==> src/rtl/spi_pkg.sv <==
// Shared constants and FSM encoding for the SPI byte receiver.
package spi_pkg;

    localparam int SPI_BITS_PER_BYTE = 8;
    localparam int SPI_CNT_W         = 3;

    // Receiver FSM: idle while deselected or disabled, receiving while selected.
    typedef enum logic {
        IDLE = 1'b0,
        RECV = 1'b1
    } spi_state_e;

endpackage

==> src/rtl/sync_edge.sv <==
// N-stage pin synchronizer with optional registered rise/fall pulses.
// STAGES is legal from 2 to 4. Set EDGE_EN to 0 when only the synchronized
// level is needed; the pulse outputs are then tied low.
// Latency: a pin transition appears on dout after STAGES clocks and on the
// pulse outputs after STAGES + 1 clocks.
module sync_edge #(
    parameter int STAGES  = 2,
    parameter bit EDGE_EN = 1'b1
) (
    input  logic clk,
    input  logic rst_n,
    input  logic din,
    output logic dout,
    output logic rise,
    output logic fall
);

    logic [STAGES-1:0] sync_q;
    logic [STAGES-1:0] sync_d;

    // Next value of the shift chain: the pin enters at bit 0.
    always_comb begin
        sync_d = {sync_q[STAGES-2:0], din};
    end

    // Synchronizer flops. They clear to 0 so that a deasserted chip select
    // has to be observed after reset before a new transfer can start.
    always_ff @(posedge clk or negedge rst_n) begin
        if (!rst_n) begin
            sync_q <= '0;
        end else begin
            sync_q <= sync_d;
        end
    end

    assign dout = sync_q[STAGES-1];

    generate
        if (EDGE_EN) begin : g_edge
            logic hist_q;
            logic hist_d;
            logic rise_q;
            logic rise_d;
            logic fall_q;
            logic fall_d;

            // Compare the synchronized level with its one-cycle history.
            always_comb begin
                hist_d = dout;
                rise_d = dout & ~hist_q;
                fall_d = ~dout & hist_q;
            end

            // History flop and registered edge pulses.
            always_ff @(posedge clk or negedge rst_n) begin
                if (!rst_n) begin
                    hist_q <= 1'b0;
                    rise_q <= 1'b0;
                    fall_q <= 1'b0;
                end else begin
                    hist_q <= hist_d;
                    rise_q <= rise_d;
                    fall_q <= fall_d;
                end
            end

            assign rise = rise_q;
            assign fall = fall_q;
        end else begin : g_no_edge
            assign rise = 1'b0;
            assign fall = 1'b0;
        end
    endgenerate

endmodule

==> src/rtl/spi_byte_rx.sv <==
// SPI mode-0 slave byte receiver. It synchronizes the SPI pins, shifts bits
// in MSB-first on SCK rising edges, and reports each byte by toggling
// byte_finished while out_byte is updated on the same clock edge.
// Optional MISO transmitter is enabled by defining the SPI_TX_EN macro.
module spi_byte_rx
    import spi_pkg::*;
#(
    parameter int SYNC_STAGES = 2
) (
    input  logic       clk,
    input  logic       reset,
    input  logic       en,
    input  logic       spi_sck,
    input  logic       spi_cs_n,
    input  logic       spi_mosi,
    input  logic [7:0] tx_byte,
    output logic       spi_miso,
    output logic [7:0] out_byte,
    output logic       byte_finished,
    output logic       cs_active
);

    logic sck_s;
    logic sck_rise;
    logic sck_fall;
    logic cs_n_s;
    logic cs_rise;
    logic cs_fall;
    logic mosi_s;
    logic mosi_rise_unused;
    logic mosi_fall_unused;

    sync_edge #(.STAGES(SYNC_STAGES), .EDGE_EN(1'b1)) u_sck_sync (
        .clk   (clk),
        .rst_n (reset),
        .din   (spi_sck),
        .dout  (sck_s),
        .rise  (sck_rise),
        .fall  (sck_fall)
    );

    sync_edge #(.STAGES(SYNC_STAGES), .EDGE_EN(1'b1)) u_cs_sync (
        .clk   (clk),
        .rst_n (reset),
        .din   (spi_cs_n),
        .dout  (cs_n_s),
        .rise  (cs_rise),
        .fall  (cs_fall)
    );

    sync_edge #(.STAGES(SYNC_STAGES), .EDGE_EN(1'b0)) u_mosi_sync (
        .clk   (clk),
        .rst_n (reset),
        .din   (spi_mosi),
        .dout  (mosi_s),
        .rise  (mosi_rise_unused),
        .fall  (mosi_fall_unused)
    );

    spi_state_e                     state_q;
    spi_state_e                     state_d;
    logic [SPI_CNT_W-1:0]           cnt_q;
    logic [SPI_CNT_W-1:0]           cnt_d;
    logic [SPI_BITS_PER_BYTE-1:0]   shift_q;
    logic [SPI_BITS_PER_BYTE-1:0]   shift_d;
    logic [SPI_BITS_PER_BYTE-1:0]   out_q;
    logic [SPI_BITS_PER_BYTE-1:0]   out_d;
    logic                           bf_q;
    logic                           bf_d;
    logic                           armed_q;
    logic                           armed_d;
    logic                           byte_done;
    logic                           selected;

    // Selected means the synchronized chip select is low and the block is enabled.
    assign selected = ~cs_n_s & en;

    // State register.
    always_ff @(posedge clk or negedge reset) begin
        if (!reset) begin
            state_q <= IDLE;
        end else begin
            state_q <= state_d;
        end
    end

    // Next state: a transfer may start only once chip select has been seen
    // high since reset, so a reset in mid-transfer waits for a fresh select.
    always_comb begin
        state_d = state_q;
        case (state_q)
            IDLE:    if (selected && armed_q) state_d = RECV;
            RECV:    if (!selected)           state_d = IDLE;
            default: state_d = IDLE;
        endcase
    end

    // Output decode from the FSM state.
    always_comb begin
        cs_active = (state_q == RECV);
    end

    // Receive datapath: shift on SCK rise while selected. Deselecting or
    // disabling clears the partial byte, and it also overrides a coincident
    // SCK edge.
    always_comb begin
        cnt_d     = cnt_q;
        shift_d   = shift_q;
        out_d     = out_q;
        bf_d      = bf_q;
        armed_d   = armed_q | cs_n_s;
        byte_done = 1'b0;
        if (state_q == RECV && selected) begin
            if (sck_rise) begin
                shift_d = {shift_q[SPI_BITS_PER_BYTE-2:0], mosi_s};
                cnt_d   = cnt_q + 1'b1;
                if (cnt_q == SPI_CNT_W'(SPI_BITS_PER_BYTE - 1)) begin
                    out_d     = {shift_q[SPI_BITS_PER_BYTE-2:0], mosi_s};
                    bf_d      = ~bf_q;
                    byte_done = 1'b1;
                end
            end
        end else begin
            cnt_d   = '0;
            shift_d = '0;
        end
    end

    // Receive datapath registers.
    always_ff @(posedge clk or negedge reset) begin
        if (!reset) begin
            cnt_q   <= '0;
            shift_q <= '0;
            out_q   <= '0;
            bf_q    <= 1'b0;
            armed_q <= 1'b0;
        end else begin
            cnt_q   <= cnt_d;
            shift_q <= shift_d;
            out_q   <= out_d;
            bf_q    <= bf_d;
            armed_q <= armed_d;
        end
    end

    assign out_byte      = out_q;
    assign byte_finished = bf_q;

`ifdef SPI_TX_EN
    logic [SPI_BITS_PER_BYTE-1:0] tx_q;
    logic [SPI_BITS_PER_BYTE-1:0] tx_d;
    logic                         skip_q;
    logic                         skip_d;
    logic                         unused_sig;

    // TX shifter: load on select and on each completed byte. After a byte
    // completes, the following SCK fall must not shift, so the freshly
    // loaded MSB is still on MISO for the next rising edge.
    always_comb begin
        tx_d   = tx_q;
        skip_d = skip_q;
        if (cs_fall) begin
            tx_d   = tx_byte;
            skip_d = 1'b0;
        end else if (byte_done) begin
            tx_d   = tx_byte;
            skip_d = 1'b1;
        end else if (state_q == RECV && sck_fall) begin
            if (skip_q) begin
                skip_d = 1'b0;
            end else begin
                tx_d = {tx_q[SPI_BITS_PER_BYTE-2:0], 1'b0};
            end
        end
    end

    // TX shifter registers.
    always_ff @(posedge clk or negedge reset) begin
        if (!reset) begin
            tx_q   <= '0;
            skip_q <= 1'b0;
        end else begin
            tx_q   <= tx_d;
            skip_q <= skip_d;
        end
    end

    assign spi_miso   = (state_q == RECV) ? tx_q[SPI_BITS_PER_BYTE-1] : 1'b0;
    assign unused_sig = cs_rise ^ sck_s;
`else
    logic unused_sig;

    assign spi_miso   = 1'b0;
    assign unused_sig = ^{tx_byte, sck_fall, cs_rise, cs_fall, sck_s, byte_done};
`endif

endmodule
==> config.mk <==
export PLATFORM = sky130hd
export DESIGN_NAME = spi_byte_rx
export DESIGN_NICKNAME = d
export VERILOG_FILES = /design/src/rtl/spi_pkg.sv /design/src/rtl/sync_edge.sv /design/src/rtl/spi_byte_rx.sv
export SDC_FILE = /design/constraint.sdc
export NUM_CORES = 1
export LEC_CHECK = 0
export CORE_UTILIZATION = 45
export CTS_CLUSTER_SIZE = 25
export DETAILED_ROUTE_END_ITERATION = 8
export PLACE_DENSITY = 0.73
export SYNTH_ARGS = -nofsm -noshare
export SYNTH_HDL_FRONTEND = slang
export SYNTH_SLANG_ARGS = --single-unit
==> constraint.sdc <==
create_clock -name clk -period 1.8 [get_ports clk]
set_input_delay 0.18 -clock clk [delete_from_list [all_inputs] [get_ports clk]]
set_output_delay 0.18 -clock clk [all_outputs]
set_load 0.02 [all_outputs]
# --- Word-level counts from Yosys, hierarchy flattened ---
# Index checks and enable logic that the tools add are counted.
# Widths: inputs -> output; s select.
totals:
  reg_bits: 29
  latch_bits: 0
  ram_bits: 0
  rom_bits: 0
  inputBits: 14
  elab_cells: 31
  mem_count: 0
classes:
  n_addsub: 1
  n_mul: 0
  div: 0
  order_cmp: 0
  n_eq_ne: 2
  shifts: 0
  mux: 7
  bitwise: 7
  reduce_logical: 3
op_table:
  columns: ["op", "n"]
  rows:
  - ["$mux 7", 2]
  - ["$mux 3", 2]
  - ["$not 1->1", 4]
  - ["$add 3x1->3 const B", 1]
  - ["$eq 3x3->1 const B", 1]
  - ["$reduce_and 3->1", 1]
  - ["$and 1x1->1", 2]
  - ["$logic_and 1x1->1", 2]
  - ["$mux 1", 2]
  - ["$ne 2x1->1 const B", 1]
  - ["$pmux 1 s2", 1]
  - ["$or 1x1->1", 1]

# --- Longest topological paths before layout ---
# Gate-level depths: netlist of the first run.
depth:
  ltp_word: 5
  ltp_mapped: 5
  ltp_nobuf: 5

# --- Modules after synthesis ---
# From an unflattened synthesis of the first run, not the netlist that was laid out.
hier_totals:
  hier_cells: 81
  hier_area_um2: 1217.4
modules_own_cells:
  columns: ["module", "instances", "cells_per_inst", "area_per_inst_um2"]
  rows:
  - ["spi_byte_rx", 1, 62, 868.3]
  - ["sync_edge (u_cs_sync ...)", 2, 7, 140.1]
  - ["sync_edge (u_mosi_sync)", 1, 5, 68.8]

# --- Worst setup path after synthesis of the first run ---
# OpenSTA, ideal clock, no wires.
synth_timing:
  path_type: "register to register"
  from: "reg cnt_q[0]"
  to: "reg out_q[5] (netlist: out_byte[5])"
  setup_time_ps: 128
  arrival_ps: 1235
  slack_ps: 438
  path_stages_with_launch: 6
  cell_sequence: "dfrtp_1 ha_1 ha_1 nand2_1 nor2_8 mux2_1"
synth_via:
  elab_chain_len: 2
synth_lines:
  columns: ["element", "line_no", "text"]
  rows:
  - ["from (decl)", "spi_byte_rx.sv:62", "logic [SPI_CNT_W-1:0] cnt_q;"]
  - ["from (signal assigned)", "spi_byte_rx.sv:138", "cnt_q <= cnt_d;"]
  - ["$eq 3x3->1", "spi_byte_rx.sv:117", "if (cnt_q == SPI_CNT_W'(SPI_BITS_PER_BYTE - 1)) begin"]
  - ["$reduce_and 3->1 (no source line)", null, null]
  - ["to (signal assigned)", "spi_byte_rx.sv:140", "out_q <= out_d;"]
  - ["to (decl)", "spi_byte_rx.sv:66", "logic [SPI_BITS_PER_BYTE-1:0] out_q;"]
# No other way between the ends.
# A chain may end at the register's enable or synchronous reset.

# --- Final worst setup path of the first run ---
layout_timing:
  from: "reg state_q (netlist: cs_active)"
  to: "out cs_active"
layout_lines:
  columns: ["element", "line_no", "text"]
  rows:
  - ["from (decl)", "spi_byte_rx.sv:60", "spi_state_e state_q;"]
  - ["from (signal assigned)", "spi_byte_rx.sv:83", "state_q <= state_d;"]
  - ["to (decl)", "spi_byte_rx.sv:20", "output logic cs_active"]
# No word-level cell between the ends.

==> flow_summary.yaml, run 1 <==
outcome:
  status: "finished, final reports clean"
power_and_ir_drop:
  power_mw: 1.07
  internal-power_mw: 0.839
  p_switching_mw: 0.227
  max-vdd-ir-drop_v: 0.000486
  swShare_pct: 21.3
  pwr-share-seq_pct: 62.5
  p_per_area_nw_per_um2: 812
  combPwrFrac_pct: 4.6
  p_leak_nw: 0.645
  clock_power_share_pct: 32.9
layout:
  diodes: 0
  final_nets: 109
  fillers: 188
  multiInputGateArea_um2: 332
  drive_above_1_share_pct: 17.0
  area_growth_pct: 22.2
  regArea_um2: 726
detailed_routing:
  ant_nets: 0
  route.vias.total: 589
  wl_mm: 1.45
  drc: 0
  drt-initial-drc-count: 0
  vias_per_cell: 4.83
  wl_per_cell_um: 11.9
  first_pass_iters: 1
setup_path:
  crit_path_start_kind: "flip-flop"
  arrival_ns: 1.35
  path_buf_inv: 1
  path_max_fanout: 3
  required_ns: 1.62
  slowest_stage: "clkdlybuf4s50_1"
  cp_slowest_stage_delay_ns: 0.62
  crit_path_cell_trace: "clkdlybuf4s50_1"
  worstSetupPathType: "flip-flop to primary output"
  end_kind: "primary output"
  cp_top_family: "buffers and inverters"
grt:
  grt-busiest-layer: "met2"
  grt.met2_usage_pct: 21.6
  grt_util_all_layers_pct: 14.5
  grt_use_met3_pct: 6.25
  grt_start_max_net_pins: 30
  use_met1_pct: 15.3
  grt_pass1_wl_mm: 2.50
  grt_remaining_overflow: 0
  grt_antenna_before_repair: 0
  grt_pass1_vias: 622
timing:
  timing.final.crit_period_ns: 1.53
  whs_ns: 0.228
  fmax_mhz: 653
  setup_violations: 0
  final_max_slew_viol_count: 0
  finalCritPeriodShare_pct: 85.1
  finalSetupTns_ns: 0
  skew_ns: 0.00662
  finalHoldViolations: 0
  rsz0062_at_grt: "no"
clock_network:
  post_cts.repair.setup_buffers: 0
  cts_root_buffer: "clkbuf_4"
  clk_latency_ns: 0.32
  cts-buffers-inserted: 5
  path_clk_slew_ns: 0.08
  cts_tree: "built"
  ctsResizeCount: 0
  cts_hold_buf: 0
  cts_buffer_depth: 2
  clock-sinks: 29
  htree_levels: 2
synth:
  ys_ff_latch: 29
  synthCells: 71
  synth_nets: 87
  yosysTopAreaCellShare_pct: 67.5
  yosys.area.top_type: "dfrtp_1"
  ys_seq_area_share_pct: 67.5
  ys_warn_count: 0
  synth_area_leaders: "dfrtp_1 (68%), mux2i_1 (8.4%), mux2_2 (5.2%), nor2_1 (3.8%), mux2_1 (3.1%)"
  netlist_area_um2: 1070
  synth_cell_type_count: 17
  avgSynthCellArea_um2: 15.1
floorplanning:
  start_util_pct: 48.1
  io_pins: 25
  core_um2: 2230
  die_w_um: 50.9
  die_height_um: 50.9
  row_count: 17
  dieArea_um2: 2590
place:
  gp_congestion: 0.656
  hpwlAfterDp_um: 996
  portBuffers: 15
min_path:
  holdCritPathClass: "input port to async pin"
run:
  maxCapViolations: 0
-- sequential cells by signal (all words and copies together) (netlist names) --
name	flops
out_byte	8
shift_q	7
cnt_q	3
u_cs_sync.sync_q	2
u_mosi_sync.sync_q	2
u_sck_sync.sync_q	2
armed_q	1
byte_finished	1
cs_active	1
u_sck_sync.g_edge.hist_q	1
u_sck_sync.rise	1
-- cell usage after synthesis --
cell      instances
dfrtp_1          29
nor2_1           11
mux2i_1           9
mux2_2            5
mux2_1            3
buf_2             2
ha_1              2
buf_4             1
conb_1            1
nand2_1           1
nand3b_4          1
nor2_8            1
nor2b_1           1
nor3b_1           1
or2_2             1
xnor2_1           1
xor2_1            1
-- metal layers --
layer / wire (um) / up-vias
met5: 0 / -
met1: 627 / 297
met3: 68 / 7
met2: 700 / 11
li1: - / 274
met4: 52 / 0
-- cell families (layout without fill, tap and decap cells) --
| family | after synthesis | count (layout) | share of synthesized area (%) |
|---|---|---|---|
| other | 1 | 1 | 0.349 |
| buffers and inverters | 3 | 26 | 1.63 |
| DFF | 29 | 29 | 67.5 |
| muxes | 17 | 17 | 16.8 |
| and+or+nand+nor | 17 | 17 | 9.78 |
| xor gates and xnor gates | 2 | 2 | 1.63 |
| adders and majority gates | 2 | 2 | 2.33 |
-- worst paths after layout --
kind	start	slack (ns)	end	cells past startpoint
worst min-delay path	reset	0.23	out_byte[7]$_DFFE_PN0P_	2
min in group clk	spi_mosi	0.30	u_mosi_sync.sync_q[0]$_DFF_PN0_	1
worst min register to register	u_sck_sync.sync_q[0]$_DFF_PN0_	0.36	u_sck_sync.sync_q[1]$_DFF_PN0_	0
worst max register to register	cnt_q[0]$_DFFE_PN0P_	0.34	out_byte[0]$_DFFE_PN0P_	5
max in group asynchronous	reset	1.30	u_sck_sync.sync_q[0]$_DFF_PN0_	2
worst max-delay path	cs_active$_DFF_PN0_	0.27	cs_active	1
-- placed cells by master (no fill, tap or decap), drive strengths merged --
cell type	synthesis	layout
clkdlybuf4s50	0	15
clkbuf	0	8
nor2b	1	1
nand3b	1	1
nor2	12	12
or2	1	1
xor2	1	1
buf	3	3
mux2i	9	9
xnor2	1	1
ha	2	2
dfrtp	29	29
nor3b	1	1
mux2	8	8
conb	1	1
nand2	1	1
-- cell type report --
type / instances / area share, %
Sequential cell: 29 / 55.2
Multi-Input combinational cell: 39 / 25.2
Timing Repair Buffer: 18 / 13.1
Clock buffer: 8 / 3.71
Tap cell: 28 / 2.67
-- power by group through the flow --
stage | registers, mW | clock network, mW | logic, mW
4_1_cts | 0.667 | 0.371 | 0.0510
5_1_grt | 0.669 | 0.392 | 0.0548
3_5_place_dp | 0.680 | 0 | 0.0507
3_3_place_gp | 0.679 | 0 | 0.0500
6_report | 0.667 | 0.351 | 0.0495
2_1_floorplan | 0.680 | 0 | 0.0199
-- per-stage QoR --
stage                     worst slack (ns)  instances  util [%]  area, um2
final                                0.269        122      58.8       1310
after CTS                            0.247        122      58.8       1310
after global routing                 0.206        122      58.8       1310
after floorplan                      0.438         71         -       1070
after detailed placement             0.250        114      56.6       1260
after global placement               0.285        114      56.6       1260
Power figures use the tool's default switching activity.
==> run 2: changes to the inputs <==
REMOVE_ABC_BUFFERS = 1   (was unset)
==> run 2 against run 1 <==
Utilization up 0.95 points. Power up 7.8%. Sequential power is essentially flat. Sequential cell count unchanged. Final cell count did not move. Clock power grew 23%. Setup slack better by 0.0043 ns. Sequential share of layout area decreased by 0.88 points. Largest power group unchanged. First-iteration DRC count rose by 1. Combinational power about the same. Critical path depth unchanged. Hold slack better by 0.017 ns. Critical endpoint unchanged.
==> flow_summary.yaml, run 2 (synthesized netlist as in run 1, its figures left out) <==
setup_path:
  slowest_stage: "clkdlybuf4s50_1"
  reg2reg_to: "out_byte[1]$_DFFE_PN0P_"
  worstSetupPathType: "flip-flop to primary output"
  cp_top_family: "buffers and inverters"
  r2r-start: "cnt_q[0]$_DFFE_PN0P_"
  required_ns: 1.62
  cp_slowest_stage_delay_ns: 0.63
  arrival_ns: 1.35
  crit_path_start_kind: "flip-flop"
  ff2ff_path_depth: 5
  end_kind: "primary output"
  r2r_setup_slack_ns: 0.34
  path_buf_inv: 1
  crit_path_cell_trace: "clkdlybuf4s50_1"
  path_max_fanout: 3
floorplanning:
  core_um2: 2230
  row_count: 17
  dieArea_um2: 2590
  io_pins: 25
  start_util_pct: 48.1
  die_height_um: 50.9
  die_w_um: 50.9
detailed_routing:
  drt-initial-drc-count: 1
  route.vias.total: 588
  vias_per_cell: 4.82
  drc: 0
  first_pass_iters: 4
  ant_nets: 0
  wl_mm: 1.45
  wl_per_cell_um: 11.9
grt:
  grt_antenna_before_repair: 0
  grt_util_all_layers_pct: 14.7
  grt_start_max_net_pins: 30
  grt_pass1_vias: 618
  grt_pass1_wl_mm: 2.62
  grt_remaining_overflow: 0
clock_network:
  ctsResizeCount: 0
  path_clk_slew_ns: 0.08
  cts_tree: "built"
  cts-buffers-inserted: 5
  post_cts.repair.setup_buffers: 0
  cts_root_buffer: "clkbuf_4"
  clk_latency_ns: 0.31
  clock-sinks: 29
  htree_levels: 2
  cts_buffer_depth: 2
  cts_hold_buf: 0
timing:
  timing.final.crit_period_ns: 1.53
  final_max_slew_viol_count: 0
  rsz0062_at_grt: "no"
  fmax_mhz: 655
  setup_violations: 0
  finalHoldViolations: 0
  finalCritPeriodShare_pct: 84.8
  skew_ns: 0.00633
  timing.final.ws_setup_ns: 0.273
  finalSetupTns_ns: 0
place:
  gp_congestion: 0.649
  portBuffers: 15
  hpwlAfterDp_mm: 1.00
  place_ws_ns: 0.272
layout:
  largest_reg_flops: 8
  multiInputGateArea_um2: 332
  layout_commonest_cell: "dfrtp_1"
  regArea_um2: 726
  area_growth_pct: 24.2
  fillers: 186
  diodes: 0
  drive_above_1_share_pct: 20.2
  final_cell_mix: "dfrtp_1 (29), clkdlybuf4s50_1 (15), nor2_1 (11)"
  final_nets: 109
min_path:
  holdCritPathClass: "input port to async pin"
outcome:
  status: "finished, final reports clean"
power_and_ir_drop:
  max-vdd-ir-drop_v: 0.000814
  p_leak_nw: 0.660
  p_per_area_nw_per_um2: 861
run:
  maxCapViolations: 0
[run 2: worst max-delay path by stage]
stage	start	to	slack, ns	cells after the start
CTS	cs_active$_DFF_PN0_	cs_active	0.25	1
floorplan	u_sck_sync.rise$_DFF_PN0_	out_byte[0]$_DFFE_PN0P_	0.35	3
global route	cs_active$_DFF_PN0_	cs_active	0.21	1
detailed placement	en	out_byte[0]$_DFFE_PN0P_	0.27	4
global placement	en	out_byte[2]$_DFFE_PN0P_	0.29	4
finish	cs_active$_DFF_PN0_	cs_active	0.27	1
[run 2: routing by layer]
metal / vias up / global-route usage, % / part of all wire (%)
met3: 4 / 5.65 / 4.3
met5: - / 0 / 0
met2: 15 / 22.9 / 48
met1: 289 / 18.2 / 46
li1: 280 / - / -
met4: 0 / 6.94 / 1.9
[run 2: power breakdown]
group          switching [mW]  total (mW)  internal (mW)
registers             0.00540       0.667          0.661
clock network           0.207       0.433          0.226
logic                  0.0269      0.0497         0.0229
total                   0.239        1.15          0.910
[run 2: area by class of cell]
type,count,share of cell area (%)
Timing Repair Buffer,18,12.9
Sequential cell,29,54.4
Clock buffer,7,4.87
Tap cell,28,2.62
Multi-Input combinational cell,39,24.8
Clock inverter,1,0.375
[run 2: through the flow]
| stage | hold slack (ns) | area [um2] | power (mW) | utilization [%] | instances |
|---|---|---|---|---|---|
| floorplan | -0.116 | 1060 | 0.697 | - | 68 |
| global placement | 0.334 | 1260 | 0.729 | 56.6 | 114 |
| detailed placement | 0.339 | 1260 | 0.731 | 56.6 | 114 |
| CTS | 0.242 | 1340 | 1.17 | 59.8 | 122 |
| global route | 0.259 | 1340 | 1.21 | 59.8 | 122 |
| finish | 0.244 | 1340 | 1.15 | 59.8 | 122 |
[run 2: worst reg2reg max path: stages (launching register included)]
cell and delay, ns:
dfrtp_1 0.38, ha_1 0.16, ha_1 0.13, nand2_1 0.12, nor2_8 0.21, mux2_2 0.35
